### src/rtl/syndrome_checker_pkg.sv
// Shared definitions for the syndrome checker.
//   - K_N_DEFAULT : default codeword word width
//   - MASK_F0..F3 : the four parity-check mask rows (256 bits each)
//   - MASK_ROWS   : the rows packed so that MASK_ROWS[a] is row a
//   - state_t     : FSM state encoding
package syndrome_checker_pkg;

    localparam int K_N_DEFAULT = 256;
    localparam int MASK_W      = 256;

    localparam logic [MASK_W-1:0] MASK_F0 =
        256'h3808686AD4706057D160CE6DD1FBDC49BC2C9D9D15C639207F397CCCB46CD901;
    localparam logic [MASK_W-1:0] MASK_F1 =
        256'h75DCFBBD645F404EEA309F6104F99C058C59D4E975A24DE11CC5A3079B559A92;
    localparam logic [MASK_W-1:0] MASK_F2 =
        256'h6709C0EB57ECCD19C6C16A91FB816854314972D239BC37824D749BFB3A13ABA5;
    localparam logic [MASK_W-1:0] MASK_F3 =
        256'hF657015660A9458EF3551EF7B7AD4AB1669250F9716DCD8669F5E8D2743414DA;

    localparam logic [3:0][MASK_W-1:0] MASK_ROWS = {MASK_F3, MASK_F2, MASK_F1, MASK_F0};

    typedef enum logic [1:0] {
        ST_IDLE  = 2'd0,
        ST_CHECK = 2'd1,
        ST_DONE  = 2'd2
    } state_t;

endpackage

### src/rtl/parity_mask_rom.sv
// Combinational lookup of one parity-check mask row.
//   adrs [1:0]   : row select (0..3)
//   row  [K_N-1:0]: selected mask row, resized to the word width
module parity_mask_rom
    import syndrome_checker_pkg::*;
#(
    parameter int K_N = K_N_DEFAULT
) (
    input  logic [1:0]     adrs,
    output logic [K_N-1:0] row
);

    always_comb begin
        row = K_N'(MASK_ROWS[adrs]);
    end

endmodule

### config.mk
export PLATFORM = sky130hd
export DESIGN_NAME = parity_mask_rom
export DESIGN_NICKNAME = d
export VERILOG_FILES = /design/src/rtl/syndrome_checker_pkg.sv /design/src/rtl/parity_mask_rom.sv
export SDC_FILE = /design/constraint.sdc
export NUM_CORES = 1
export LEC_CHECK = 0
export ABC_CLOCK_PERIOD_IN_PS = 5000
export CAP_MARGIN = 15
export CORE_AREA = 2 2 99 101
export DETAILED_ROUTE_END_ITERATION = 6
export DIE_AREA = 0 0 101 103
export PLACE_DENSITY = 0.76
export SLEW_MARGIN = 20
export SYNTH_ARGS = -nofsm -noshare
export SYNTH_HDL_FRONTEND = slang
export SYNTH_SLANG_ARGS = --single-unit
### constraint.sdc
create_clock -name vclk -period 5
set_input_delay 1 -clock vclk [all_inputs]
set_output_delay 1 -clock vclk [all_outputs]
set_load 0.01 [all_outputs]
# Word-level counts from Yosys, hierarchy flattened
# Index checks and enable logic that the tools add are counted.
# Widths: inputs -> output; s select.
dict set report op_classes {
  muxes 2
  magnitude_cmp 1
}
# op count
set op_table {}
lappend op_table {{$bmux 256 s2} 1}
lappend op_table {{$mux 256} 1}
lappend op_table {{$lt 2x3->1 const B} 1}
dict set report totals {
  wordCells 3
  out_inout_bits 256
  reg_bits 0
  in_bits 2
}

# Logic depth before layout (Yosys ltp)
dict set report depth {
  word_depth 2
  depth_mapped 4
  depth_no_buf 3
}

# Least setup slack after synthesis
# OpenSTA, ideal clock, no wires.
dict set report synth_timing {
  path_type {input port to output port}
  from {in adrs[1]}
  to {out row[124]}
  n_path_buf 1
  slack_ns 1.389
  cell_stages 4
  t_required_ns 4.000
  t_arrival_ns 2.611
  path_cell_list {inv_1 > ha_1 > or2_1 > buf_4}
}
dict set report synth_via {
  elab_chain_len 2
}
# item line
set synth_rtl {}
lappend synth_rtl {{start, declared} parity_mask_rom.sv:9} ;# input logic [1:0] adrs,
lappend synth_rtl {{$bmux 256 s2} parity_mask_rom.sv:14} ;# row = K_N'(MASK_ROWS[adrs]);
lappend synth_rtl {{$mux 256 (implied by the code)} parity_mask_rom.sv:14}
lappend synth_rtl {{end, declared} parity_mask_rom.sv:10} ;# output logic [K_N-1:0] row
# No other way between the ends. The select of a mux whose other input is x is not followed.

# Worst setup path after layout
dict set report layout_timing {
  from {in adrs[1]}
  to {out row[199]}
}
# Same word-level chain as after synthesis.

==> reports/results.tsv <==
metric	value	unit
cp-start-kind	primary input	
dr_total_vias	1162	
dieWidth	101	µm
worst_pin_slew	590.5	ps
gp_congestion	0.6133	
p_total	319.3	µW
grt_pass1_vias	776	
whs	3043	ps
place_inst	399	
drive_gt1_frac	0.03860	
clock_buffers	0	
routed_via_density	2.912	
hp-class	primary input to primary output	
diodes	0	
synth_cell_type_count	5	
crit_path_end	row[199]	
nFillCells	1023	
leakage	0.001145	µW
layout_min_cycle_time	4034	ps
finalHoldViolCount	0	
ys_seq_area_frac	0	
track_usage	0.05369	
post_cts.repair.setup_buffers	0	
status	complete, no violations	
io_buffers	223	
cp_slowest_stage_delay	660	ps
path_delay_family	buffers and inverters	
dr.pass1.iters	2	
seqCellArea	0	µm²
dp_hpwl	3324	µm
synth_cells	262	
yosysWarnings	0	
max_freq	247.9	MHz
timing.final.crit_share	0.8069	
die_area	10400	µm²
cp.depth	4	
grt-ovfl-total	0	
area_growth	39.91	%
nets	297	
io_pins	258	
fin_setup_tns	0	ps
crit_arrival	3030	ps
antenna_found_initial	0	
slew_viol_final	0	
wl_per_cell	10.17	µm
drc	0	
rsz0062_at_grt	false	
drv_cap	0	
pwr_density_cell	115.7	nW/µm²
place_ws	912.3	ps
die_y	103	µm
timing.final.ws_setup	965.6	ps
required	4000	ps
rows	36	
grt_first_pass_wirelength	4478	µm
path_buf_inv	3	
maxSlewHeadroom	0.6063	
path_class	primary input to primary output	
syn_area_per_cell	7.526	µm²
sequential_cell_total	0	
path_common_cell	clkdlybuf4s50_1	
worstSetupStartpoint	adrs[1]	
worst_path_max_delay_cell	clkdlybuf4s50_1	
yosysTopAreaCellShare	0.9289	
synth.area.top_cells	buf_4 93%, ha_1 5.1%, inv_1 1.3%	
finalWirelength	4058	µm
grt_max_degree	24	
ctsResizeCount	0	
final_cell_count_no_fill	399	
min-delay-start	adrs[1]	
peakVddDrop	56.48	µV
drt_iter0_markers	7	
path_cells	clkdlybuf4s50_1 > buf_4 > ha_1 > clkdlybuf4s50_1	
end_kind	primary output	
core	9459	µm²
initial_utilization	0.2085	
netlist_area	1972	µm²
crit_path_max_fanout	20	
synth_area_leader_cell	buf_4	
setup_viol	0	
hold_depth	2	
detail-route-antenna-nets	0	
cts_hold_repair.buffers	0	
-- report_power, final --
group / leakage (µW) / internal, µW / switching (µW)
combinational: 0.00114 / 184 / 135
sequential: 0 / 0 / 0
clock: 0 / 0 / 0
-- per-stage QoR --
stage | utilization | instance area (µm²)
global placement | 0.2917 | 2759
global route | 0.2917 | 2759
detailed placement | 0.2917 | 2759
finish | 0.2917 | 2759
floorplan | - | 2096
CTS | 0.2917 | 2759
-- metal layers --
metal  part of all wire  track usage  wire length (µm)
met5                  0            0                 0
met4                  0            0                 0
met3               0.13     0.007458               538
met2               0.49       0.1067              2007
met1               0.37      0.06484              1512
-- Yosys cell counts --
library cell	n
or2_1	1
conb_1	2
inv_1	7
buf_4	244
ha_1	8
-- cell families (layout without fill, tap and decap cells) --
| logic type | Yosys count | after routing | synth area share |
|---|---|---|---|
| AND/OR/NAND/NOR | 1 | 1 | 0.003175 |
| buffers and inverters | 251 | 241 | 0.9423 |
| other | 2 | 35 | 0.003809 |
| adder cells (fa/ha/maj) | 8 | 8 | 0.05076 |
-- cell type report --
type / instances / area [µm²] / share of cell area
timing repair buffer: 234 / 2352 / 0.8526
multi-input combinational: 44 / 237.7 / 0.08617
tap: 114 / 142.6 / 0.05170
inverter: 7 / 26.28 / 0.009524
-- how the worst min path moves through the flow --
stage	to	slack, ps
detailed placement	row[153]	3060
global placement	row[132]	3050
CTS	row[153]	3070
global route	row[153]	3090
finish	row[132]	3040
floorplan	row[101]	2090
-- cells in the final DEF (no fill, tap or decap) --
cell and count:
inv_1 7, ha_1 8, conb_1 35, or2_1 1
clkdlybuf4s50_1 223, buf_4 8, buf_12 3
Power figures use the tool's default switching activity.
